--- config.mk ---
export PLATFORM = sky130hd
export DESIGN_NAME = pipelined_cla_addsub
export DESIGN_NICKNAME = d
export VERILOG_FILES = /design/src/rtl/pipelined_cla_addsub.sv
export SDC_FILE = /design/constraint.sdc
export NUM_CORES = 1
export LEC_CHECK = 0
export CORE_MARGIN = 2
export CORE_UTILIZATION = 52
export CTS_CLUSTER_DIAMETER = 100
export CTS_CLUSTER_SIZE = 20
export DETAILED_ROUTE_END_ITERATION = 6
export PLACE_DENSITY = 0.82
export SLEW_MARGIN = 5
export SYNTH_ARGS = -nofsm -noshare
export SYNTH_HDL_FRONTEND = slang
export SYNTH_HIERARCHICAL = 1
export SYNTH_SLANG_ARGS = --single-unit
--- constraint.sdc ---
create_clock -name clk -period 3.5 [get_ports clk]
set_clock_uncertainty 0.05 [all_clocks]
set_input_delay 0.7 -clock clk [delete_from_list [all_inputs] [get_ports clk]]
set_output_delay 0.7 -clock clk [all_outputs]
set_load 0.05 [all_outputs]
--- src/rtl/pipelined_cla_addsub.sv ---
// Two-stage WIDTH-bit carry-lookahead add/subtract with valid/ready handshake.
// Block G/P is computed ahead of S1; carries are resolved across blocks in S2.

module cla_gp_block #(
  parameter int BLOCK = 4
) (
  input  logic [BLOCK-1:0] x,
  input  logic [BLOCK-1:0] y,
  output logic             gb,
  output logic             pb
);
  logic [BLOCK-1:0] gi, pi;

  assign gi = x & y;
  assign pi = x ^ y;
  assign pb = &pi;

  always_comb begin
    gb = 1'b0;
    for (int i = 0; i < BLOCK; i++) gb = gi[i] | (pi[i] & gb);
  end
endmodule

module pipelined_cla_addsub #(
  parameter int WIDTH = 16,
  parameter int BLOCK = 4,
  parameter int SAT   = 0
) (
  input  logic             clk,
  input  logic             rst_n,
  input  logic             in_valid,
  output logic             in_ready,
  input  logic [WIDTH-1:0] a,
  input  logic [WIDTH-1:0] b,
  input  logic             cin,
  input  logic             sub,
  output logic             out_valid,
  input  logic             out_ready,
  output logic [WIDTH-1:0] sum,
  output logic             cout,
  output logic             ovf,
  output logic             zero,
  output logic             g,
  output logic             p
);
  localparam int NB = WIDTH / BLOCK;

  typedef struct packed {
    logic [WIDTH-1:0] x;
    logic [WIDTH-1:0] y;
    logic             c0;
    logic [NB-1:0]    bg;
    logic [NB-1:0]    bp;
  } s1_t;

  typedef struct packed {
    logic [WIDTH-1:0] sum;
    logic             cout;
    logic             ovf;
    logic             zero;
    logic             g;
    logic             p;
  } s2_t;

  logic [2:1]       vld_pipe;
  logic             s1_adv, s2_adv;
  logic [WIDTH-1:0] y_eff;
  logic [NB-1:0]    bg_d, bp_d;
  s1_t              s1_d, s1_q;
  s2_t              s2_d, s2_q;

  assign s2_adv   = !vld_pipe[2] | out_ready;
  assign s1_adv   = !vld_pipe[1] | s2_adv;
  assign in_ready = s1_adv;

  assign y_eff = sub ? ~b : b;

  for (genvar k = 0; k < NB; k++) begin : g_blk
    cla_gp_block #(.BLOCK(BLOCK)) u_blk (
      .x  (a[k*BLOCK +: BLOCK]),
      .y  (y_eff[k*BLOCK +: BLOCK]),
      .gb (bg_d[k]),
      .pb (bp_d[k])
    );
  end

  always_comb begin
    s1_d    = '0;
    s1_d.x  = a;
    s1_d.y  = y_eff;
    s1_d.c0 = sub | cin;
    s1_d.bg = bg_d;
    s1_d.bp = bp_d;
  end

  // bc carries between blocks via block G/P; c ripples inside a block only.
  logic [WIDTH-1:0] raw;
  logic             bc, c, cmsb, wg, ovf_d;

  always_comb begin
    raw  = '0;
    cmsb = 1'b0;
    bc   = s1_q.c0;
    wg   = 1'b0;
    c    = 1'b0;
    for (int k = 0; k < NB; k++) begin
      c = bc;
      for (int j = 0; j < BLOCK; j++) begin
        raw[k*BLOCK+j] = s1_q.x[k*BLOCK+j] ^ s1_q.y[k*BLOCK+j] ^ c;
        if (k*BLOCK+j == WIDTH-1) cmsb = c;
        c = (s1_q.x[k*BLOCK+j] & s1_q.y[k*BLOCK+j]) |
            ((s1_q.x[k*BLOCK+j] ^ s1_q.y[k*BLOCK+j]) & c);
      end
      bc = s1_q.bg[k] | (s1_q.bp[k] & bc);
      wg = s1_q.bg[k] | (s1_q.bp[k] & wg);
    end
  end

  always_comb begin
    s2_d      = '0;
    ovf_d     = cmsb ^ bc;
    s2_d.cout = bc;
    s2_d.ovf  = ovf_d;
    s2_d.g    = wg;
    s2_d.p    = &s1_q.bp;
    if (SAT != 0 && ovf_d)
      s2_d.sum = raw[WIDTH-1] ? {1'b0, {(WIDTH-1){1'b1}}} : {1'b1, {(WIDTH-1){1'b0}}};
    else
      s2_d.sum = raw;
    s2_d.zero = (s2_d.sum == '0);
  end

  always_ff @(posedge clk or negedge rst_n) begin
    if (!rst_n) begin
      vld_pipe <= '0;
      s1_q     <= '0;
      s2_q     <= '0;
    end else begin
      if (s1_adv) vld_pipe[1] <= in_valid;
      if (s1_adv && in_valid) s1_q <= s1_d;
      if (s2_adv) vld_pipe[2] <= vld_pipe[1];
      if (s2_adv && vld_pipe[1]) s2_q <= s2_d;
    end
  end

  assign out_valid = vld_pipe[2];
  assign sum       = s2_q.sum;
  assign cout      = s2_q.cout;
  assign ovf       = s2_q.ovf;
  assign zero      = s2_q.zero;
  assign g         = s2_q.g;
  assign p         = s2_q.p;
endmodule
# Word level (Yosys, flattened, before mapping)
# Cells that the tools add are included.
# word_totals
out_inout_bits,23
regBits,64
elab_cells,143
# classes
n_bitwise,119
n_reduce_logical,10
n_mux,1
# ops
cell,count
$and 1x1->1,43
$or 1x1->1,34
$xor 1x1->1,33
$reduce_and 4->1,5
$and 4x4->4,4
$logic_not 16->1,1
$mux 16,1
$not 16->16,1
$xor 4x4->4,4
$logic_and 1x1->1,2
$logic_not 1->1,2

# Logic depth before layout (Yosys ltp)
# Gate-level depths: netlist of run 1.
# depth
ltp_word,14
mapped_depth,9
depth_no_buf,9

# By module
# Netlist of run 1, hierarchy kept.
# modules_own_cells
module,n_inst,seq_area_each_um2,area_per_inst_um2,cells_per_inst
pipelined_cla_addsub,1,1601.5,2999.1,207
cla_gp_block,4,0.0,76.3,10

# Least setup slack after synthesis of run 1
# Ideal clock, no wire load.
# synth_path
kind,flip-flop to flip-flop
startpoint,register s1_q[8] (netlist bit)
endpoint,"register s2_q, in the netlist zero"
path_stages_with_launch,10
path_buffers,0
setup_slack_ns,0.702
arrival_time_ns,2.653
cell_sequence,dfrtp_1 a21o_1 a31o_4 fa_1 fa_1 fa_1 xor2_1 xnor2_1 nand4_1 o31ai_1
# synth_via
elab_chain_cells,14
word_cells_on_any_way,47
cone_classes,bitwise: 46; reduce/logical: 1
# synth_lines
element,line_no,rtl
"start, declared",69,"s1_t s1_d, s1_q;"
"start signal, assigned",136,s1_q <= '0;
"start signal, assigned",140,if (s1_adv && in_valid) s1_q <= s1_d;
$and 1x1->1,114,bc = s1_q.bg[k] | (s1_q.bp[k] & bc);
$or 1x1->1,114,
$and 1x1->1,114,
$or 1x1->1,114,
$and 1x1->1,114,
$or 1x1->1,114,
$and 1x1->1,112,((s1_q.x[k*BLOCK+j] ^ s1_q.y[k*BLOCK+j]) & c);
$or 1x1->1,111,c = (s1_q.x[k*BLOCK+j] & s1_q.y[k*BLOCK+j]) |
$and 1x1->1,112,
$or 1x1->1,111,
$and 1x1->1,112,
$or 1x1->1,111,
$xor 1x1->1,109,raw[k*BLOCK+j] = s1_q.x[k*BLOCK+j] ^ s1_q.y[k*BLOCK+j] ^ c;
$logic_not 16->1 (*),130,s2_d.zero = (s2_d.sum == '0);
"end signal, assigned",137,s2_q <= '0;
"end signal, assigned",142,if (s2_adv && vld_pipe[1]) s2_q <= s2_d;
"end, declared",70,"s2_t s2_d, s2_q;"
# Every way passes the cells marked *; elsewhere a longest branch is shown, timed or not.
# A chain may end at the register's enable or synchronous reset.

# Worst setup path in the final report of run 1
# Ends and elaborated chain as after synthesis.

==> flow_summary.ini, run 1 <==
[status]
status = complete, no violations

[cts]
ctsHoldBuffers = 0
clock-sinks = 64
numCtsBuffers = 9
clockRootBuffer = clkbuf_8
post_cts_buffers = 0
cts_buffer_depth = 2
clk_pin_slew_ns = 0.06
cts_tree = built
clkLatencyLatePin_ns = 0.34
cts-htree-levels = 3
cts_resized = 0

[drt]
drtAntennaViolNets = 0
dr_total_vias = 2089
totalWireLength_mm = 6.16
dr.pass1.iters = 4
vias_per_cell = 5.33
drt_iter0_drc = 85
route.detailed.drc = 0
wl_per_cell_microns = 15.7

[layout]
drive_gt1_share_pct = 7.62
most-common-layout-cells = dfrtp_1 (64), clkdlybuf4s50_1 (59), mux2_1 (49)
final_common_cell = dfrtp_1
antennaDiodeCount = 0
syn2layout_area_growth_pct = 24.6
multi_input_area_sq_um = 1630
final_net_count = 380
final_util_pct = 66.0
n_fill_cell = 467
regArea_sq_um = 1600

[sta]
setup_viol_count_final = 0
finalMaxSlewViolations = 0
fmax_mhz = 327
rsz0062_at_grt = no
holdWs_ns = 0.351
tns_ns = 0
max_slew_margin_pct = 54.3
period_minus_slack_ns = 3.06
finalWorstSetupSlack_ns = 0.441
worstMarginPinSlew_ns = 0.685
final_hold_viol_count = 0
finalCritPeriodShare_pct = 87.4

[yosys]
synth_top_area_share_pct = 48.5
synthTopCellsByArea = dfrtp_1 (48%), mux2_1 (17%), fa_1 (7.3%)
ys_ff_latch = 64
yosysWarningCount = 6
syn_area_per_cell_sq_um = 13.4
ys_seq_area_share_pct = 48.5
synth.distinct_cells = 27
syn-num-nets = 313
syn_area_sq_um = 3300
syn_inst = 247
synth_top_area_cell = dfrtp_1

[worst_hold_path]
hold_class = primary input to async pin

[placed_design]
place_ws_ns = 0.472
gp_congestion = 0.799
place.port_buffers = 60
post-dp-hpwl_mm = 4.84

[power]
power_mw = 2.79
powerDensity_nw_per_um2 = 677
leakage_nw = 1.79
ir_drop_uv = 612

[floorplan]
initial_core_util_pct = 52.9
die_w_microns = 83.7
pin_count = 61
die_h_microns = 83.7
num_rows = 29
die-area_sq_um = 7010
core_sq_um = 6240

[worst_setup_path]
path_class = register to register
crit_fanout = 5
cp-start-kind = register
ff2ff_path_depth = 9
crit_path_end_kind = register
arrival_ns = 3.24
crit_required_ns = 3.68

[global_routing]
gr-usage-all-layers_pct = 19.3
grt_max_degree = 32
grt_pass1_wl_mm = 10.7
grt_pass1_vias = 2313
grt_overflow_total = 0
antenna_found_initial = 0

[flow_run]
cap_violations = 0
[cell families (layout without fill, tap and decap cells)]
logic type,count (synthesis),in the layout,synth area share [%]
AO/OA/AOI/OAI,29,29,5.23
XOR/XNOR,24,24,6.36
adder cells (fa/ha/maj),28,28,13.3
buffers and inverters,9,77,2.35
flip-flops,64,64,48.5
multiplexers,53,53,18.2
AND/OR/NAND/NOR,40,40,6.10
[synthesized netlist by cell type (all sizes together)]
master and count:
o31ai 1, nand2b 3, nand4b 3, ha 16
xor2 20, buf 9, nand3b 1, a21oi 10
dfrtp 64, nand3 1, a21o 5, nor4 3
a31o 1, o21ai 12, nand2 20, fa 12
xnor2 4, nand4 3, or4b 1, nor2 5
mux2 53
[path summary, 6_finish.rpt]
kind	slack [ns]	start	endpoint
min in group clk	0.42	cout$_DFFE_PN0P_	cout$_DFFE_PN0P_
min reg2reg	0.42	cout$_DFFE_PN0P_	cout$_DFFE_PN0P_
max	0.44	s1_q[8]$_DFFE_PN0P_	zero$_DFFE_PN0P_
max in group asynchronous	2.35	rst_n	s1_q[26]$_DFFE_PN0P_
max reg2reg	0.44	s1_q[8]$_DFFE_PN0P_	zero$_DFFE_PN0P_
min	0.35	rst_n	s1_q[22]$_DFFE_PN0P_
[sequential cells by signal, indices dropped and copies added, names as in the netlist]
| signal | flops |
|---|---|
| g | 1 |
| sum | 16 |
| ovf | 1 |
| zero | 1 |
| p | 1 |
| s1_q | 41 |
| vld_pipe | 2 |
| cout | 1 |
[final cells by class]
class | count | area share [%]
Clock buffer | 10 | 3.34
Clock inverter | 2 | 0.243
Multi-Input combinational cell | 174 | 39.5
Tap cell | 77 | 2.34
Sequential cell | 64 | 38.9
Timing Repair Buffer | 65 | 15.7
[per-stage QoR]
stage               cell area, sq um  cells
floorplan                       3300    247
global placement                3970    380
CTS                             4120    392
detailed placement              3970    380
global route                    4120    392
finish                          4120    392
[metal layers]
metal | share of wire [%] | global-route usage [%] | vias to the layer above
met1 | 43 | 23.7 | 1033
met3 | 4.6 | 6.03 | 9
met2 | 51 | 32.1 | 48
met4 | 1.3 | 7.33 | 0
met5 | 0 | 0 | -
li1 | - | - | 999
[report_power, final]
group	switching, mW	internal [mW]
logic	0.719	0.491
registers	0.137	0.932
clock network	0.249	0.257
[critical path, cell delays in order (launching register included)]
cell	delay, ns
dfrtp_1	0.42
a21o_1	0.22
a31o_4	0.27
fa_1	0.37
fa_1	0.41
fa_1	0.46
xor2_1	0.18
xnor2_1	0.20
nand4_1	0.11
o31ai_1	0.27
No activity file was read; power rests on OpenSTA's default activity.
==> inputs of run 2 (changes only) <==
--- a/config.mk
+++ b/config.mk
@@ -6,11 +6,11 @@
 export NUM_CORES = 1
 export LEC_CHECK = 0
 export CORE_MARGIN = 2
-export CORE_UTILIZATION = 52
+export CORE_UTILIZATION = 35
 export CTS_CLUSTER_DIAMETER = 100
 export CTS_CLUSTER_SIZE = 20
 export DETAILED_ROUTE_END_ITERATION = 6
-export PLACE_DENSITY = 0.82
+export PLACE_DENSITY = 0.6
 export SLEW_MARGIN = 5
 export SYNTH_ARGS = -nofsm -noshare
 export SYNTH_HDL_FRONTEND = slang
==> flow_summary.ini, run 2 (same netlist as run 1, synthesis figures left out) <==
[status]
status = complete, no violations

[placed_design]
place.port_buffers = 60
gp_congestion = 0.765
place_ws_ns = 0.480
place_inst = 413
post-dp-hpwl_mm = 5.09

[drt]
vias_per_cell = 4.75
dr_total_vias = 2036
route.detailed.drc = 0
dr.pass1.iters = 4
drtAntennaViolNets = 0
drt_iter0_drc = 54
wl_per_cell_microns = 15.4
totalWireLength_mm = 6.61

[layout]
most-common-layout-cells = dfrtp_1 (64), clkdlybuf4s50_1 (59), mux2_1 (49)
final_common_cell = dfrtp_1
drive_gt1_share_pct = 8.49
largest_register_ffs = 41
final_net_count = 379
final_util_pct = 45.8
antennaDiodeCount = 0
syn2layout_area_growth_pct = 27.4
instances_no_fill = 429
regMostFlops = s1_q

[cts]
post_cts_buffers = 0
clkLatencyLatePin_ns = 0.34
cts-htree-levels = 3
clock-sinks = 64
clockRootBuffer = clkbuf_8
cts_buffer_depth = 2
cts_tree = built
numCtsBuffers = 9
clk_pin_slew_ns = 0.08
ctsHoldBuffers = 0
cts_resized = 0

[worst_hold_path]
hold_class = primary input to async pin

[flow_run]
cap_violations = 0

[power]
internal-power_mw = 1.79
switching_share_pct = 39.1
pwr-share-clk_pct = 22.2
seq_power_share_pct = 36.5
leakage_nw = 1.81
p_sw_mw = 1.15
powerDensity_nw_per_um2 = 696
power_frac_comb_pct = 41.3
ir_drop_uv = 406

[worst_setup_path]
arrival_ns = 3.23
crit_fanout = 5
startpoint = s1_q[8]$_DFFE_PN0P_
crit_path_end_kind = register
crit_required_ns = 3.70
r2r-start = s1_q[8]$_DFFE_PN0P_
regToRegSetupSlack_ns = 0.46
cp-start-kind = register
path_class = register to register

[sta]
finalCritPeriodShare_pct = 86.7
final_hold_viol_count = 0
finalMaxSlewViolations = 0
setup_viol_count_final = 0
fmax_mhz = 329
holdWs_ns = 0.256
max_slew_margin_pct = 62.6
tns_ns = 0
rsz0062_at_grt = no
worstMarginPinSlew_ns = 0.561
period_minus_slack_ns = 3.04
finalWorstSetupSlack_ns = 0.465

[global_routing]
grt_max_degree = 45
grt_pass1_vias = 2160
grt_overflow_total = 0
antenna_found_initial = 0
grt_pass1_wl_mm = 10.9
gr-usage-all-layers_pct = 14.1

[floorplan]
num_rows = 35
core_sq_um = 9200
pin_count = 61
die-area_sq_um = 10200
initial_core_util_pct = 35.9
die_h_microns = 101
die_w_microns = 101
==> run 2: cell count changes in the layout (fill, tap and decap cells not counted) <==
cell        change
clkinvlp_4      +2
buf_4           -1
bufinv_16       +1
clkbuf_8        +1
==> run 2: critical path, stage by stage (launching register included) <==
cell     delay, ns
dfrtp_1       0.42
a21o_1        0.22
a31o_4        0.27
fa_1          0.37
fa_1          0.41
fa_1          0.45
xor2_1        0.18
xnor2_1       0.20
nand4_1       0.12
o31ai_1       0.25
==> run 2: worst paths after layout <==
check	cells after the start	endpoint
max	9	zero$_DFFE_PN0P_
min	1	sum[14]$_DFFE_PN0P_
max reg2reg	9	zero$_DFFE_PN0P_
min reg2reg	2	cout$_DFFE_PN0P_
max in group asynchronous	2	s1_q[36]$_DFFE_PN0P_
min in group clk	2	cout$_DFFE_PN0P_
==> run 2: layout make-up <==
type                    instances  area, sq um
flip-flops and latches         64         1600
clock inverters                 5         55.1
multi-input cells             174         1630
repair buffers                 64          638
fillers                       862         4990
clock buffers                  11          151
well taps                     111          139
==> run 2: layer usage <==
layer  global-route usage (%)  vias to the layer above  share of wire, %
met4                     2.81                        0              0.56
met5                        0                        -                 0
met2                     23.2                       44                47
met1                     18.2                      983                49
li1                         -                     1005                 -
met3                     5.04                        4               4.0
==> run 2: through the flow <==
step	cell area, sq um	power [mW]
finish	4210	2.93
global route	4210	3.12
CTS	4210	2.98
detailed placement	4000	2.31
global placement	4000	2.30
floorplan	3300	1.86
==> run 2: power by group through the flow <==
stage	registers (mW)	logic, mW	clock network (mW)
2_1_floorplan	1.43	0.427	0
3_3_place_gp	1.09	1.22	0
3_5_place_dp	1.09	1.22	0
4_1_cts	1.07	1.23	0.675
5_1_grt	1.10	1.31	0.710
6_report	1.07	1.21	0.651
==> inputs of run 3 (changes only) <==
--- a/config.mk
+++ b/config.mk
@@ -11,6 +11,8 @@
 export CTS_CLUSTER_SIZE = 20
 export DETAILED_ROUTE_END_ITERATION = 6
 export PLACE_DENSITY = 0.6
+export RECOVER_POWER = 100
+export REMOVE_ABC_BUFFERS = 1
 export SLEW_MARGIN = 5
 export SYNTH_ARGS = -nofsm -noshare
 export SYNTH_HDL_FRONTEND = slang
==> flow_summary.ini, run 3 (same netlist as run 1, synthesis figures left out) <==
[floorplan]
pin_count = 61
num_rows = 35
die_w_microns = 101
die_h_microns = 101
initial_core_util_pct = 35.9
core_sq_um = 9200
die-area_sq_um = 10200

[worst_setup_path]
path_class = register to register
critPathTopFamily = adder cells
cpPeakStageDelay_ns = 0.48
ff2ff_path_depth = 8
regToRegSetupSlack_ns = 0.38
critPathMostFrequentCell = fa_1
r2r-start = s1_q[8]$_DFFE_PN0P_
crit_fanout = 3
path_buf_inv = 0
arrival_ns = 3.32
path_cells = a21o_1, a31o_2, fa_1, fa_1, fa_1, nor4_1, nand4_1, o31ai_1
cpMaxStageDelayCell = fa_1
cp-start-kind = register
crit_path_end_kind = register
regToRegEndpoint = zero$_DFFE_PN0P_
crit_required_ns = 3.70

[layout]
antennaDiodeCount = 0
most-common-layout-cells = dfrtp_1 (64), mux2_1 (50), clkdlybuf4s50_1 (35)
largest_register_ffs = 41
syn2layout_area_growth_pct = 27.1
regMostFlops = s1_q
final_area_sq_um = 4200
final_common_cell = dfrtp_1
drive_gt1_share_pct = 6.92
final_net_count = 379

[power]
powerDensity_nw_per_um2 = 705
ir_drop_uv = 361
leakage_nw = 1.82

[sta]
finalMaxSlewViolations = 0
rsz0062_at_grt = no
worstMarginPinSlew_ns = 1.12
period_minus_slack_ns = 3.12
setup_viol_count_final = 0
max_slew_margin_pct = 25.2
final_hold_viol_count = 0
tns_ns = 0
finalCritPeriodShare_pct = 89.3
fmax_mhz = 320

[global_routing]
grt_max_degree = 47
grt_pass1_wl_mm = 11.5
grt_pass1_vias = 2237
grt_overflow_total = 0
gr-usage-all-layers_pct = 14.9
antenna_found_initial = 0

[drt]
dr_total_vias = 2077
drtAntennaViolNets = 0
wl_per_cell_microns = 15.8
drt_iter0_drc = 34
vias_per_cell = 4.84
route.detailed.drc = 0
dr.pass1.iters = 4
totalWireLength_mm = 6.78

[cts]
cts_tree = built
ctsHoldBuffers = 0
cts_buffer_depth = 2
clkLatencyLatePin_ns = 0.34
cts-htree-levels = 3
post_cts_buffers = 0
clk_pin_slew_ns = 0.07
cts_resized = 0
clock-sinks = 64
clockRootBuffer = clkbuf_8
numCtsBuffers = 9

[worst_hold_path]
min_path_cells = 2
hold_class = register to register
hp-start = cout$_DFFE_PN0P_
hold-path-endpoint = cout$_DFFE_PN0P_

[placed_design]
detailed_place.area_sq_um = 4000
place.port_buffers = 60
post-dp-hpwl_mm = 5.13
gp_congestion = 0.790

[status]
status = complete, no violations

[flow_run]
cap_violations = 0
run 3: changes by cell type in the layout (fill, tap and decap cells not counted), moves of 2 or more:
cell | before | now
clkinv_2 | 2 | 0
clkbuf_1 | 0 | 4
clkinvlp_4 | 2 | 0
clkbuf_2 | 0 | 2
buf_4 | 3 | 1
clkdlybuf4s50_1 | 59 | 35
dlygate4sd3_1 | 0 | 24
run 3: layout make-up:
cell class | count | area [sq um]
clock buffer | 14 | 173
tap | 111 | 139
sequential | 64 | 1600
timing repair buffer | 64 | 616
fill | 882 | 4990
clock inverter | 2 | 60.1
multi-input combinational | 174 | 1610
run 3: metrics by stage:
stage | total power [mW] | cells | util (%) | hold slack, ns | setup WS, ns
global placement | 2.30 | 413 | 43.5 | 0.414 | 0.481
global route | 3.15 | 429 | 45.7 | 0.459 | 0.247
CTS | 3.07 | 429 | 46.1 | 0.233 | 0.400
detailed placement | 2.32 | 413 | 43.5 | 0.419 | 0.426
floorplan | 1.84 | 238 | - | 0.354 | 0.696
finish | 2.96 | 429 | 45.7 | 0.420 | 0.376
run 3: where the power goes:
group | leakage, nW | switching (mW) | internal (mW)
logic | 0.939 | 0.720 | 0.444
clock network | 0.117 | 0.273 | 0.460
registers | 0.764 | 0.134 | 0.932
run 3: worst reg2reg max path, stage by stage, from the launching register on:
cell and delay [ns]:
dfrtp_1 0.41, a21o_1 0.22, a31o_2 0.29, fa_1 0.38
fa_1 0.41, fa_1 0.48, nor4_1 0.41, nand4_1 0.15
o31ai_1 0.23
run 3: routing by layer:
metal,global-route usage [%],wire [microns],vias to the layer above
met5,0,0,-
met1,19.2,3050,1023
met3,4.42,300,12
met2,23.9,3320,42
li1,-,-,1000
met4,5.30,108,0
run 3: how the worst max path moves through the flow:
stage / slack (ns) / end / start / cells past startpoint
floorplan: 0.70 / zero$_DFFE_PN0P_ / s1_q[8]$_DFFE_PN0P_ / 9
global placement: 0.48 / zero$_DFFE_PN0P_ / s1_q[8]$_DFFE_PN0P_ / 8
detailed placement: 0.43 / zero$_DFFE_PN0P_ / s1_q[8]$_DFFE_PN0P_ / 9
CTS: 0.40 / zero$_DFFE_PN0P_ / s1_q[8]$_DFFE_PN0P_ / 9
global route: 0.25 / zero$_DFFE_PN0P_ / s1_q[8]$_DFFE_PN0P_ / 8
finish: 0.38 / zero$_DFFE_PN0P_ / s1_q[8]$_DFFE_PN0P_ / 8
